$ cat src/rtl/fir_cfg_pkg.sv
// fir_cfg_pkg: fir register map, ctrl bit positions and fir_cfg_master sequencer states
package fir_cfg_pkg;
  localparam int ADDR_CTRL = 'h00;
  localparam int ADDR_LEN  = 'h10;
  localparam int ADDR_TAP0 = 'h20;
  localparam int AP_START  = 0;
  localparam int AP_DONE   = 1;
  localparam int AP_IDLE   = 2;
  typedef enum logic [3:0] {
    S_IDLE, S_WR_LEN, S_WR_TAP, S_RB, S_WR_CTRL, S_POLL_GAP, S_RD, S_DONE, S_ERR
  } state_t;
  function automatic int tap_addr(input int i);
    return ADDR_TAP0 + 4 * i;
  endfunction
endpackage

$ cat src/rtl/axil_wr_beat.sv
// axil_wr_beat: one AXI-Lite write beat on aw/w; done pulses in the cycle the last channel is accepted
module axil_wr_beat #(
  parameter int pADDR_WIDTH = 12,
  parameter int pDATA_WIDTH = 32
) (
  input  logic                   axis_clk,
  input  logic                   axis_rst_n,
  input  logic                   start,
  input  logic [pADDR_WIDTH-1:0] addr,
  input  logic [pDATA_WIDTH-1:0] data,
  output logic                   done,
  output logic                   awvalid,
  output logic [pADDR_WIDTH-1:0] awaddr,
  input  logic                   awready,
  output logic                   wvalid,
  output logic [pDATA_WIDTH-1:0] wdata,
  input  logic                   wready
);
  logic awvalid_q, awvalid_d, wvalid_q, wvalid_d, aw_hold, w_hold, go;
  logic [pADDR_WIDTH-1:0] awaddr_q, awaddr_d;
  logic [pDATA_WIDTH-1:0] wdata_q, wdata_d;
  always_comb begin
    aw_hold   = awvalid_q & ~awready;
    w_hold    = wvalid_q & ~wready;
    go        = start & ~awvalid_q & ~wvalid_q;
    done      = (awvalid_q | wvalid_q) & ~aw_hold & ~w_hold;
    awvalid_d = aw_hold | go;
    wvalid_d  = w_hold | go;
    awaddr_d  = go ? addr : awaddr_q;
    wdata_d   = go ? data : wdata_q;
  end
  always_ff @(posedge axis_clk or negedge axis_rst_n)
    if (!axis_rst_n) begin
      awvalid_q <= 1'b0;
      wvalid_q  <= 1'b0;
      awaddr_q  <= '0;
      wdata_q   <= '0;
    end else begin
      awvalid_q <= awvalid_d;
      wvalid_q  <= wvalid_d;
      awaddr_q  <= awaddr_d;
      wdata_q   <= wdata_d;
    end
  assign awvalid = awvalid_q;
  assign wvalid  = wvalid_q;
  assign awaddr  = awaddr_q;
  assign wdata   = wdata_q;
endmodule

$ cat src/rtl/fir_cfg_master.sv
// fir_cfg_master: AXI-Lite initiator writing len, taps and ap_start to fir, then polling ap_done.
// Define CFG_READBACK_EN to read back and verify every tap before ap_start.
module fir_cfg_master
  import fir_cfg_pkg::*;
#(
  parameter int pADDR_WIDTH = 12,
  parameter int pDATA_WIDTH = 32,
  parameter int Tape_Num    = 11,
  parameter int POLL_GAP    = 8,
  parameter int POLL_MAX    = 1024
) (
  input  logic                   axis_clk,
  input  logic                   axis_rst_n,
  input  logic                   cfg_start,
  input  logic [31:0]            cfg_len,
  output logic [3:0]             coef_idx,
  input  logic [31:0]            coef_data,
  output logic                   busy,
  output logic                   cfg_done,
  output logic                   cfg_err,
  output logic                   awvalid,
  output logic [pADDR_WIDTH-1:0] awaddr,
  input  logic                   awready,
  output logic                   wvalid,
  output logic [pDATA_WIDTH-1:0] wdata,
  input  logic                   wready,
  output logic                   arvalid,
  output logic [pADDR_WIDTH-1:0] araddr,
  input  logic                   arready,
  input  logic                   rvalid,
  output logic                   rready,
  input  logic [pDATA_WIDTH-1:0] rdata
);
  state_t state_q, state_d;
  logic [3:0] idx_q, idx_d;
  logic [31:0] gap_q, gap_d, poll_q, poll_d;
  logic busy_q, busy_d, cfg_done_q, cfg_done_d, cfg_err_q, cfg_err_d;
  logic arvalid_q, arvalid_d, rready_q, rready_d;
  logic [pADDR_WIDTH-1:0] araddr_q, araddr_d, wr_addr;
  logic [pDATA_WIDTH-1:0] wr_data;
  logic wr_start, wr_done, rd_hs, last, unused_rdata;
  assign last     = idx_q == 4'(Tape_Num - 1);
  assign rd_hs    = rvalid & rready_q;
  assign wr_start = (state_q == S_WR_LEN) | (state_q == S_WR_TAP) | (state_q == S_WR_CTRL);
  assign wr_addr  = state_q == S_WR_LEN ? pADDR_WIDTH'(ADDR_LEN) :
                    state_q == S_WR_TAP ? pADDR_WIDTH'(tap_addr(int'(idx_q))) : pADDR_WIDTH'(ADDR_CTRL);
  assign wr_data  = state_q == S_WR_LEN ? pDATA_WIDTH'(cfg_len) :
                    state_q == S_WR_TAP ? pDATA_WIDTH'(coef_data) : pDATA_WIDTH'(1 << AP_START);
  assign unused_rdata = ^rdata;
  axil_wr_beat #(.pADDR_WIDTH(pADDR_WIDTH), .pDATA_WIDTH(pDATA_WIDTH)) u_wr (
    .axis_clk(axis_clk), .axis_rst_n(axis_rst_n), .start(wr_start), .addr(wr_addr), .data(wr_data),
    .done(wr_done), .awvalid(awvalid), .awaddr(awaddr), .awready(awready),
    .wvalid(wvalid), .wdata(wdata), .wready(wready)
  );
  always_comb begin
    state_d    = state_q;
    idx_d      = idx_q;
    gap_d      = gap_q;
    poll_d     = poll_q;
    busy_d     = busy_q;
    cfg_done_d = 1'b0;
    cfg_err_d  = cfg_err_q;
    araddr_d   = araddr_q;
    arvalid_d  = arvalid_q & ~arready;
    rready_d   = rready_q & ~rvalid;
    case (state_q)
      S_IDLE: if (cfg_start) begin
        state_d   = S_WR_LEN;
        busy_d    = 1'b1;
        cfg_err_d = 1'b0;
        idx_d     = '0;
        poll_d    = '0;
      end
      S_WR_LEN: if (wr_done) state_d = S_WR_TAP;
      S_WR_TAP: if (wr_done) begin
        idx_d = last ? '0 : idx_q + 4'd1;
        if (last) begin
`ifdef CFG_READBACK_EN
          state_d   = S_RB;
          arvalid_d = 1'b1;
          rready_d  = 1'b1;
          araddr_d  = pADDR_WIDTH'(tap_addr(0));
`else
          state_d = S_WR_CTRL;
`endif
        end
      end
`ifdef CFG_READBACK_EN
      S_RB: if (rd_hs) begin
        if (rdata != pDATA_WIDTH'(coef_data)) begin
          state_d   = S_ERR;
          cfg_err_d = 1'b1;
          busy_d    = 1'b0;
          idx_d     = '0;
        end else if (last) begin
          state_d = S_WR_CTRL;
          idx_d   = '0;
        end else begin
          idx_d     = idx_q + 4'd1;
          arvalid_d = 1'b1;
          rready_d  = 1'b1;
          araddr_d  = pADDR_WIDTH'(tap_addr(int'(idx_q) + 1));
        end
      end
`endif
      S_WR_CTRL: if (wr_done) begin
        state_d = S_POLL_GAP;
        gap_d   = '0;
      end
      S_POLL_GAP: begin
        gap_d = gap_q + 32'd1;
        if (gap_q == 32'(POLL_GAP - 1)) begin
          state_d   = S_RD;
          arvalid_d = 1'b1;
          rready_d  = 1'b1;
          araddr_d  = pADDR_WIDTH'(ADDR_CTRL);
        end
      end
      S_RD: if (rd_hs) begin
        if (rdata[AP_DONE]) begin
          state_d    = S_DONE;
          cfg_done_d = 1'b1;
          busy_d     = 1'b0;
        end else begin
          poll_d    = poll_q + 32'd1;
          state_d   = poll_q + 32'd1 == 32'(POLL_MAX) ? S_ERR : S_POLL_GAP;
          cfg_err_d = poll_q + 32'd1 == 32'(POLL_MAX);
          busy_d    = poll_q + 32'd1 != 32'(POLL_MAX);
          gap_d     = '0;
        end
      end
      default: state_d = S_IDLE;
    endcase
  end
  always_ff @(posedge axis_clk or negedge axis_rst_n)
    if (!axis_rst_n) begin
      state_q    <= S_IDLE;
      idx_q      <= '0;
      gap_q      <= '0;
      poll_q     <= '0;
      busy_q     <= 1'b0;
      cfg_done_q <= 1'b0;
      cfg_err_q  <= 1'b0;
      arvalid_q  <= 1'b0;
      rready_q   <= 1'b0;
      araddr_q   <= '0;
    end else begin
      state_q    <= state_d;
      idx_q      <= idx_d;
      gap_q      <= gap_d;
      poll_q     <= poll_d;
      busy_q     <= busy_d;
      cfg_done_q <= cfg_done_d;
      cfg_err_q  <= cfg_err_d;
      arvalid_q  <= arvalid_d;
      rready_q   <= rready_d;
      araddr_q   <= araddr_d;
    end
  assign coef_idx = idx_q;
  assign busy     = busy_q;
  assign cfg_done = cfg_done_q;
  assign cfg_err  = cfg_err_q;
  assign arvalid  = arvalid_q;
  assign rready   = rready_q;
  assign araddr   = araddr_q;
endmodule

$ cat config.mk
export PLATFORM = sky130hd
export DESIGN_NAME = fir_cfg_master
export DESIGN_NICKNAME = d
export VERILOG_FILES = /design/src/rtl/fir_cfg_pkg.sv /design/src/rtl/axil_wr_beat.sv /design/src/rtl/fir_cfg_master.sv
export SDC_FILE = /design/constraint.sdc
export NUM_CORES = 1
export LEC_CHECK = 0
export ABC_AREA = 1
export BUFFER_PORTS_ARGS = -buffer_cell sky130_fd_sc_hd__buf_2
export CAP_MARGIN = 15
export CELL_PAD_IN_SITES_DETAIL_PLACEMENT = 1
export CELL_PAD_IN_SITES_GLOBAL_PLACEMENT = 1
export CORE_MARGIN = 4
export CORE_UTILIZATION = 41
export DETAILED_ROUTE_END_ITERATION = 10
export PLACE_DENSITY = 0.84
export SLEW_MARGIN = 20
export SYNTH_ARGS = -nofsm -noshare
export SYNTH_HDL_FRONTEND = slang
export SYNTH_SLANG_ARGS = --single-unit
$ cat constraint.sdc
create_clock -name axis_clk -period 2.9 [get_ports axis_clk]
set_input_delay 0.58 -clock axis_clk [delete_from_list [all_inputs] [get_ports axis_clk]]
set_output_delay 0.58 -clock axis_clk [all_outputs]
set_load 0.03 [all_outputs]
* Word level (Yosys, flattened, before mapping)
Index checks and enable logic that the tools add are counted.
Storage, ports and cells: logic and storage cells 106, input bits 103, output and inout bits 67, register bits after elaboration 123
Cells by class: multiplexer cells 41, add/sub/neg operators 4, reductions and logical operators 9, bitwise operators 22, equal/unequal tests 17
Operators with widths (count):
- $mux W32 | 8
- $pmux W32 S3 | 1
- $add A32 B1 Y32 const B | 2
- $pmux W32 S2 | 1
- $mux W4 | 12
- $eq A32 B11 Y1 const B | 1
- $eq A32 B3 Y1 const B | 1
- $ne A32 B11 Y1 const B | 1
- $pmux W4 S6 | 1
- $mux W7 | 2
- $mux W1 | 13
- $eq A4 B3 Y1 const B | 3
- $ne A2 B2 Y1 const B | 5
- $and A1 B1 Y1 | 9
- $not A1 Y1 | 8
- $pmux W4 S2 | 1
- $reduce_and A4 Y1 | 2
- $add A6 B6 Y7 const A | 1
- $reduce_and A7 Y1 | 1
- $ne A2 B1 Y1 const B | 3
- $reduce_and A3 Y1 | 2
- $or A1 B1 Y1 | 5
- $add A4 B1 Y4 const B | 1
- $eq A4 B1 Y1 const B | 1
- other kinds (6) | 8

* Logic depth before layout (Yosys ltp)
Gate-level depths: netlist of the first run.
depth after elaboration 7, gate-level depth with buffers 16, mapped depth without buffers 16

* Hierarchy
From an unflattened synthesis of the first run, not the netlist that was laid out.
Unflattened totals: cell total of the unflattened synthesis 994, area total of the unflattened synthesis 7196.9 um^2
Modules (own cells, without submodules):
- fir_cfg_master | area each 5375.2 um^2, cells an instance 792, times used 1, sequential area each 1926.8 um^2
- axil_wr_beat | area each 1821.7 um^2, cells an instance 202, times used 1, sequential area each 1151.1 um^2

* Worst setup path before layout of the first run
No wires, ideal clock.
path kind register to register, from register poll_q[0], to register busy_q, in the netlist busy, clock period less this slack 1.973 ns, library setup time 0.117 ns, arrival time 1.855 ns, stages on the path, launching flop included 13, path slack 0.927 ns, path buffers 0, required time 2.783 ns, path through dfrtp_1 -> ha_1 -> nand2_1 -> nor2_2 -> nand2_1 -> nor2_2 -> nand3_1 -> xor2_1 -> nand3_1 -> nor3_2 -> nand4_1 -> nand2_1 -> nand2_1
Between the ends: word-level cells in the longest chain between the ends 5
Ends and longest elaborated chain:
- from (decl) | RTL line fir_cfg_master.sv:36 | logic [31:0] gap_q, gap_d, poll_q, poll_d;
- from (signal assigned) | RTL line fir_cfg_master.sv:151 | poll_q <= poll_d;
- $add A32 B1 Y32 | RTL line fir_cfg_master.sv:128 | busy_d = poll_q + 32'd1 != 32'(POLL_MAX);
- $ne A32 B11 Y1 | RTL line fir_cfg_master.sv:128
- $mux W1 | RTL line fir_cfg_master.sv:120 | if (rdata[AP_DONE]) begin
- $mux W1 | RTL line fir_cfg_master.sv:119 | S_RD: if (rd_hs) begin
- $pmux W1 S2 | RTL line fir_cfg_master.sv:66 | case (state_q)
- to (signal assigned) | RTL line fir_cfg_master.sv:152 | busy_q <= busy_d;
- to (decl) | RTL line fir_cfg_master.sv:37 | logic busy_q, busy_d, cfg_done_q, cfg_done_d, cfg_err_q, cfg_err_d;
No other way between the ends. The select of a mux whose other input is x is not followed. A chain may end at the register's enable or synchronous reset.

* Worst setup path after layout of the first run
from register poll_q[0], to register state_q[2]
Between the ends: word-level cells in the longest chain between the ends 6
Ends and longest elaborated chain:
- $add A32 B1 Y32 | RTL line fir_cfg_master.sv:126 | state_d = poll_q + 32'd1 == 32'(POLL_MAX) ? S_ERR : S_POLL_GAP;
- $eq A32 B11 Y1 | RTL line fir_cfg_master.sv:126
- $mux W4 | RTL line fir_cfg_master.sv:126
- $mux W4 | RTL line fir_cfg_master.sv:120
- $mux W4 | RTL line fir_cfg_master.sv:119
- $pmux W4 S6 | RTL line fir_cfg_master.sv:66
- to (signal assigned) | RTL line fir_cfg_master.sv:148 | state_q <= state_d;
- to (decl) | RTL line fir_cfg_master.sv:34 | state_t state_q, state_d;
No other way between the ends. The select of a mux whose other input is x is not followed.

==> reports/results.tsv, run 1 <==
metric	value	unit
HPWL Detailed	16.4	mm
Clk pin slew, worst setup/hold paths	0.05	ns
Syn Area/Cell	7.20	um2
Placement Cell Area	7690	um2
share of the cycle needed by the critical path after routing	0.921	
fraction of the mapped netlist area in compound gates	0.105	
RSZ-0062 raised after global routing	false	
slack of the worst reg-to-reg path	0.23	ns
count of endpoints failing setup in the final report	0	
wire length of the first global-routing pass	37.2	mm
transition at the pin with the smallest max-transition slack	0.633	ns
Max Transition Viols Final	0	
post-synthesis share of cell area spent on full adders, half adders and majority gates	0.00910	
vias per inst	5.29	
time the worst path needs with I/O delays and setup	2.67	ns
number of nets in the layout	1189	
Max-cap violations	0	
detail-routed net length per standard cell	17.3	um
clock insertion delay at the later pin of the skew report	0.42	ns
fraction of the mapped netlist area in simple logic gates	0.345	
flip-flop cell with the highest count after synthesis	sky130_fd_sc_hd__dfrtp_1	
register bit count reported by yosys	116	
count of final hold-check violations	0	
PD cells	876	nW/um2
synthesis warning total	0	
antenna-violating nets left	0	
sw power	0.00300	W
Setup Skew	0.00796	ns
number of enable flip-flop cells after synthesis	0	
largest area contributor in the synthesized netlist	sky130_fd_sc_hd__dfrtp_1	
Unique masters post-synth	39	
status	finished, final reports clean	
number of cells traversed by the worst register-to-register path	16	
pin count of the biggest net entering global routing	43	
FP Rows	47	
Post-Route WL	22.7	mm
CTS Root Buffer Type	sky130_fd_sc_hd__clkbuf_16	
vias after detailed routing	6946	
startpoint of the most critical setup path	poll_q[0]$_DFFE_PN0P_	
Post-Route Hold Slack	0.184	ns
element type at the critical path end	flop	
summed negative setup slack over all endpoints	0	ns
combinational group share of total power	0.377	
post-route cell area	8330	um2
number of instances in the synthesized netlist	955	
Internal Dissipation	0.00430	W
number of buffers on the longest clock path	2	
aggregate global routing overflow	0	
class of the tightest hold or removal check	input port to asynchronous set/reset pin	
global placer's final weighted congestion	0.832	
maximum fanout along the worst path	6	
share of flip-flops with an asynchronous set or reset after synthesis	1.00	
I/O Buffers	119	
fraction of final layout cells with drive strength greater than 1	0.181	
highest ir drop seen on vdd	0.000627	V
main combinational cell family by area after synthesis	simple AND/OR/NAND/NOR gates	
die footprint	18900	um2
initial antenna violation count	1	
post-synthesis instance area	6870	um2
horizontal extent of the die	137	um
Fmax	375	MHz
most common library cells after synthesis	sky130_fd_sc_hd__nand2_1 (271), sky130_fd_sc_hd__nor2_1 (125), sky130_fd_sc_hd__dfrtp_1 (116)	
post-synthesis to final-layout area growth	21.3	%
final antenna diode count	0	
Crit Path Category	flop to flop	
number of DRC violations after detailed-routing iteration 0	311	
Reg power frac	0.307	
Leak Pwr	3.72	nW
number of detailed-routing iterations run before antenna repair	7	
capture instance of the worst register-to-register path	state_q[2]$_DFFE_PN0P_	
relative max-transition margin	0.578	
height of the chip	137	um
TritonCTS buffer count	17	
number of remaining DRC errors	0	
Worst EP required	3.21	ns
fillers	2137	
clk sinks	116	
leading cell type by number of instances after synthesis	sky130_fd_sc_hd__nand2_1	
parity-gate share of the synthesized area counting xor and xnor cells	0.0191	
crit path DAT	2.97	ns
cts hold-fix bufs	0	
TritonCTS clock tree	done	
Global Route Usage Sum	0.253	
clock power share	0.316	
cell types occupying the most area after synthesis	sky130_fd_sc_hd__dfrtp_1 (42%), sky130_fd_sc_hd__nand2_1 (15%), sky130_fd_sc_hd__nor2_1 (6.8%)	
I/O Pins	170	
sort of element at the start of the critical path	flop	
initial standard-cell utilization of the core	0.416	
vias in the first global route	7398	
multiplexer area fraction after synthesis	0	
portion of synthesized cell area occupied by the leading cell type	0.422	
fraction of the yosys area taken by sequential cells	0.422	
worst reg2reg startpoint	poll_q[0]$_DFFE_PN0P_	
CTS H-Tree Depth	4	
fraction of power spent switching nets	0.412	
Placeable Area	16500	um2
-- stage by stage --
step           power (W)  instances  utilization  worst slack [ns]
2_1_floorplan    0.00411        973            -             0.927
3_3_place_gp     0.00488       1282        0.465             0.439
3_5_place_dp     0.00497       1282        0.465             0.347
4_1_cts          0.00736       1314        0.504             0.167
5_1_grt          0.00775       1314        0.504          0.000523
6_report         0.00730       1314        0.504             0.230
-- power groups by stage --
| stage | registers, W | clock network (W) | logic (W) |
|---|---|---|---|
| global placement | 0.00224 | 0 | 0.00264 |
| CTS | 0.00224 | 0.00233 | 0.00278 |
| floorplan | 0.00278 | 0 | 0.00133 |
| finish | 0.00224 | 0.00230 | 0.00275 |
| global route | 0.00229 | 0.00242 | 0.00304 |
| detailed placement | 0.00226 | 0 | 0.00271 |
-- cell type report --
type | instances | area [um2] | area share
multi-input combinational | 700 | 3370 | 0.404
sequential | 116 | 2900 | 0.348
timing repair buffer | 130 | 718 | 0.0862
clock buffer | 22 | 454 | 0.0545
inverter | 116 | 435 | 0.0522
tap | 220 | 275 | 0.0330
clock inverter | 10 | 179 | 0.0215
-- cell families after synthesis --
family,count (synthesis)
other cells,1
compound gates,125
fa+ha+maj,5
flops,116
xor+xnor,15
buf+inv,157
simple gates,536
-- routing by layer --
| layer | part of all wire | GRT usage | vias up |
|---|---|---|---|
| met2 | 0.49 | 0.434 | 196 |
| met3 | 0.065 | 0.0745 | 47 |
| li1 | - | - | 3325 |
| met1 | 0.42 | 0.300 | 3376 |
| met4 | 0.024 | 0.0876 | 2 |
| met5 | 0.00057 | 0 | - |
-- critical path: stages, from the launching register on --
cell	delay [ns]
sky130_fd_sc_hd__dfrtp_1	0.44
sky130_fd_sc_hd__ha_1	0.24
sky130_fd_sc_hd__nand2_1	0.09
sky130_fd_sc_hd__nor2_2	0.21
sky130_fd_sc_hd__nand2_1	0.14
sky130_fd_sc_hd__nor2_2	0.28
sky130_fd_sc_hd__nand2_1	0.09
sky130_fd_sc_hd__nand2_1	0.07
sky130_fd_sc_hd__nand2_1	0.10
sky130_fd_sc_hd__nor2_1	0.18
sky130_fd_sc_hd__nand2_1	0.09
sky130_fd_sc_hd__nor2_1	0.15
sky130_fd_sc_hd__nand4_1	0.12
sky130_fd_sc_hd__nand2_1	0.13
sky130_fd_sc_hd__nand2_1	0.07
sky130_fd_sc_hd__nand2_1	0.08
sky130_fd_sc_hd__nand2_1	0.07
-- flip-flops by register name (all words and copies together), names as in the netlist --
signal / flops
u_wr.awaddr: 5
rready: 1
poll_q: 32
busy: 1
u_wr.wdata: 32
gap_q: 32
cfg_err: 1
arvalid: 1
state_q: 4
cfg_done: 1
u_wr.wvalid: 1
u_wr.awvalid: 1
coef_idx: 4
-- timing repair --
item | CTS | global route
setup endpoints to repair | 0 | 2
buffers inserted | 0 | 0
gates resized for setup | 0 | 2
-- cells in the final DEF, fill, tap and decap left out, types with 17 or more instances in the layout --
cell type / Yosys / routed
sky130_fd_sc_hd__conb_1: 1 / 19
sky130_fd_sc_hd__a31oi_1: 32 / 32
sky130_fd_sc_hd__clkbuf_16: 0 / 17
sky130_fd_sc_hd__inv_1: 107 / 107
sky130_fd_sc_hd__nand3_1: 50 / 50
sky130_fd_sc_hd__nand2_1: 271 / 271
sky130_fd_sc_hd__dfrtp_1: 116 / 116
sky130_fd_sc_hd__nor3_1: 22 / 22
sky130_fd_sc_hd__nor2_1: 125 / 124
sky130_fd_sc_hd__buf_2: 6 / 118
sky130_fd_sc_hd__o22ai_1: 26 / 26
sky130_fd_sc_hd__nand4_1: 21 / 21
sky130_fd_sc_hd__o21ai_0: 42 / 42
-- worst max path at each step --
stage	end	slack, ns	cells past startpoint
after global routing	state_q[2]$_DFFE_PN0P_	0.0005	16
after detailed placement	cfg_err$_DFFE_PN0P_	0.35	11
final	state_q[2]$_DFFE_PN0P_	0.23	16
after CTS	state_q[2]$_DFFE_PN0P_	0.17	16
after global placement	cfg_err$_DFFE_PN0P_	0.44	11
after floorplan	busy$_DFFE_PN0P_	0.93	12
No activity file was read; power rests on OpenSTA's default activity.
==> inputs of run 2 (changes only) <==
- CORE_UTILIZATION: 41 -> 42
- PLACE_DENSITY: 0.84 -> not set
- PLACE_DENSITY_LB_ADDON: not set -> 0.08
- SYNTH_HIERARCHICAL: not set -> 1
==> reports/results.tsv, run 2 <==
metric	value	unit	change
status	finished, final reports clean		
worst reg2reg startpoint	poll_q[1]$_DFFE_PN0P_		
final antenna diode count	0		unchanged
vias per inst	5.20		-1.7%
fillers	2202		+3.0%
sw power	0.00287	W	-4.4%
count of endpoints failing setup in the final report	0		unchanged
TritonCTS buffer count	17		unchanged
share of flip-flops with an asynchronous set or reset after synthesis	1.00		unchanged
synthesis warning total	6		+6
number of remaining DRC errors	0		unchanged
capture instance of the worst register-to-register path	state_q[0]$_DFFE_PN0P_		
Global Route Usage Sum	0.230		-0.0226
I/O Pins	170		unchanged
Reg power frac	0.301		-0.006
Internal Dissipation	0.00411	W	-4.2%
class of the tightest hold or removal check	input port to asynchronous set/reset pin		
wire length of the first global-routing pass	36.5	mm	-2.0%
share of the cycle needed by the critical path after routing	0.829		-0.0921
total of cells resized after clock tree synthesis	0		unchanged
Max Transition Viols Final	0		unchanged
relative max-transition margin	0.397		-0.181
vias after detailed routing	7084		+2.0%
summed negative setup slack over all endpoints	0	ns	unchanged
CTS Root Buffer Type	sky130_fd_sc_hd__clkbuf_16		
Fmax	416	MHz	+11%
Leak Pwr	4.31	nW	+16%
cts hold-fix bufs	0		unchanged
crit path DAT	2.72	ns	-0.25 ns
aggregate global routing overflow	0		unchanged
Clk pin slew, worst setup/hold paths	0.06	ns	about the same
highest-count cells in the layout ignoring fill and taps	sky130_fd_sc_hd__nand2_1 (311), sky130_fd_sc_hd__buf_2 (125), sky130_fd_sc_hd__dfrtp_1 (123)		
vias in the first global route	7370		-0.38%
Unique masters post-synth	44		+13%
count of final hold-check violations	0		unchanged
height of the chip	139	um	+1.0%
Syn Area/Cell	7.24	um2	+0.61%
register bit count reported by yosys	123		+6.0%
Placeable Area	16700	um2	+1.1%
startpoint of the most critical setup path	poll_q[1]$_DFFE_PN0P_		
number of enable flip-flop cells after synthesis	0		unchanged
portion of synthesized cell area occupied by the leading cell type	0.428		+0.00532
initial antenna violation count	0		-1
clock power share	0.331		+0.015
element type at the critical path end	flop		
horizontal extent of the die	139	um	+1.0%
HPWL Detailed	16.0	mm	-2.3%
antenna-violating nets left	0		unchanged
transition at the pin with the smallest max-transition slack	0.903	ns	+0.270 ns
Critical path destination	state_q[0]$_DFFE_PN0P_		
flip-flop cell with the highest count after synthesis	sky130_fd_sc_hd__dfrtp_1		
CTS H-Tree Depth	4		unchanged
post-synthesis instance area	7200	um2	+4.7%
Setup Skew	0.00977	ns	+0.00181 ns
post-synthesis to final-layout area growth	20.9	%	
TritonCTS clock tree	done		
slack of the worst reg-to-reg path	0.50	ns	+0.27 ns
clk sinks	123		+6.0%
number of cells traversed by the worst register-to-register path	16		unchanged
cell types occupying the most area after synthesis	sky130_fd_sc_hd__dfrtp_1 (43%), sky130_fd_sc_hd__nand2_1 (16%), sky130_fd_sc_hd__nand3_1 (6.0%)		
most common cell after layout, fill and taps aside	sky130_fd_sc_hd__nand2_1		
most common library cells after synthesis	sky130_fd_sc_hd__nand2_1 (311), sky130_fd_sc_hd__dfrtp_1 (123), sky130_fd_sc_hd__inv_1 (108)		
sort of element at the start of the critical path	flop		
fraction of final layout cells with drive strength greater than 1	0.182		+0.000990
fraction of the yosys area taken by sequential cells	0.428		+0.00532
Post-Route WL	22.0	mm	-2.9%
number of buffers on the longest clock path	2		unchanged
combinational group share of total power	0.368		-0.009
die footprint	19300	um2	+2.1%
initial standard-cell utilization of the core	0.431		+0.0150
number of nets in the layout	1239		+4.2%
PD cells	803	nW/um2	-8.3%
clock insertion delay at the later pin of the skew report	0.43	ns	about the same
time the worst path needs with I/O delays and setup	2.40	ns	-0.267 ns
highest ir drop seen on vdd	0.000491	V	-22%
detail-routed net length per standard cell	16.2	um	-6.4%
Placement Cell Area	8070	um2	+4.9%
fraction of power spent switching nets	0.411		about the same
Max-cap violations	0		unchanged
RSZ-0062 raised after global routing	false		
number of post-CTS setup repair buffers	0		unchanged
FP Rows	47		unchanged
number of DRC violations after detailed-routing iteration 0	276		-11%
post-route cell area	8700	um2	+4.4%
number of instances in the synthesized netlist	994		+4.1%
maximum fanout along the worst path	8		+2
largest area contributor in the synthesized netlist	sky130_fd_sc_hd__dfrtp_1		
I/O Buffers	126		+5.9%
leading cell type by number of instances after synthesis	sky130_fd_sc_hd__nand2_1		
Crit Path Category	flop to flop		
global placer's final weighted congestion	0.842		+1.2%
pin count of the biggest net entering global routing	55		+28%
Worst EP required	3.22	ns	about the same
number of detailed-routing iterations run before antenna repair	6		-1
==> run 2: cell types whose count changed after synthesis, sizes merged, moves of 7 or more <==
cell / previous run / this run
nand2: 275 / 318
nand3: 53 / 87
a22o: 0 / 31
a31oi: 32 / 2
nor2: 142 / 117
a21oi: 12 / 22
o22ai: 26 / 17
nand4: 23 / 15
clkbuf: 16 / 9
dfrtp: 116 / 123
==> run 2: kinds of logic after synthesis <==
logic type / count (synthesis) / share of synthesized area
fa+ha+maj: 5 / 0.00869
other cells: 1 / 0.000521
simple gates: 573 / 0.344
compound gates: 130 / 0.116
buf+inv: 151 / 0.0892
flops: 123 / 0.428
xor+xnor: 11 / 0.0134
==> run 2: layout make-up <==
type	instances	area, um2	share of cell area
clock inverter	13	191	0.0220
inverter	112	420	0.0483
multi-input combinational	738	3550	0.408
clock buffer	18	439	0.0505
tap	220	275	0.0316
timing repair buffer	139	747	0.0858
sequential	123	3080	0.354
==> run 2: worst max-delay path, cell delays in order, from the launching register on <==
cell                       delay [ns]
sky130_fd_sc_hd__dfrtp_1         0.40
sky130_fd_sc_hd__ha_1            0.23
sky130_fd_sc_hd__nand2_1         0.10
sky130_fd_sc_hd__nor2_4          0.22
sky130_fd_sc_hd__nand3b_1        0.23
sky130_fd_sc_hd__inv_2           0.14
sky130_fd_sc_hd__nand2_1         0.06
sky130_fd_sc_hd__nand2_1         0.08
sky130_fd_sc_hd__nand2_1         0.06
sky130_fd_sc_hd__nor2_1          0.09
sky130_fd_sc_hd__nand2_1         0.08
sky130_fd_sc_hd__nor2_1          0.12
sky130_fd_sc_hd__nand3_2         0.16
sky130_fd_sc_hd__nand2_1         0.12
sky130_fd_sc_hd__nand3_1         0.08
sky130_fd_sc_hd__nand2_1         0.07
sky130_fd_sc_hd__nand2_1         0.05
==> run 2: worst min path at each step <==
stage / startpoint / endpoint / slack (ns) / cells after the start
after floorplan: axis_rst_n / arvalid$_DFF_PN0_ / 0.28 / 0
after global placement: u_wr/wdata[17]$_DFFE_PN0P_ / u_wr/wdata[17]$_DFFE_PN0P_ / 0.45 / 2
after detailed placement: u_wr/wdata[7]$_DFFE_PN0P_ / u_wr/wdata[7]$_DFFE_PN0P_ / 0.46 / 2
after CTS: axis_rst_n / poll_q[21]$_DFFE_PN0P_ / 0.13 / 1
after global routing: axis_rst_n / poll_q[25]$_DFFE_PN0P_ / 0.15 / 1
final: axis_rst_n / poll_q[21]$_DFFE_PN0P_ / 0.10 / 1
==> run 2: metrics by stage <==
stage / util / cells / power (W) / setup WS, ns / hold slack, ns
global placement: 0.483 / 1332 / 0.00467 / 0.539 / 0.448
CTS: 0.521 / 1363 / 0.00706 / 0.452 / 0.130
floorplan: - / 1012 / 0.00396 / 0.993 / 0.284
finish: 0.521 / 1363 / 0.00699 / 0.497 / 0.102
detailed placement: 0.483 / 1332 / 0.00473 / 0.489 / 0.455
global route: 0.521 / 1363 / 0.00743 / 0.233 / 0.145
==> run 2: power groups by stage <==
| stage | Clock [W] | Sequential [W] | Combinational (W) |
|---|---|---|---|
| after floorplan | 0 | 0.00248 | 0.00148 |
| after global placement | 0 | 0.00212 | 0.00255 |
| after detailed placement | 0 | 0.00213 | 0.00260 |
| after CTS | 0.00234 | 0.00211 | 0.00262 |
| after global routing | 0.00242 | 0.00214 | 0.00287 |
| final | 0.00231 | 0.00210 | 0.00257 |
==> run 2: layer usage <==
layer,up-vias,routed length (um),GRT usage
met4,0,262,0.0587
met5,-,0,0
met2,123,10600,0.386
li1,3478,-,-
met3,18,1050,0.0569
met1,3465,10100,0.299
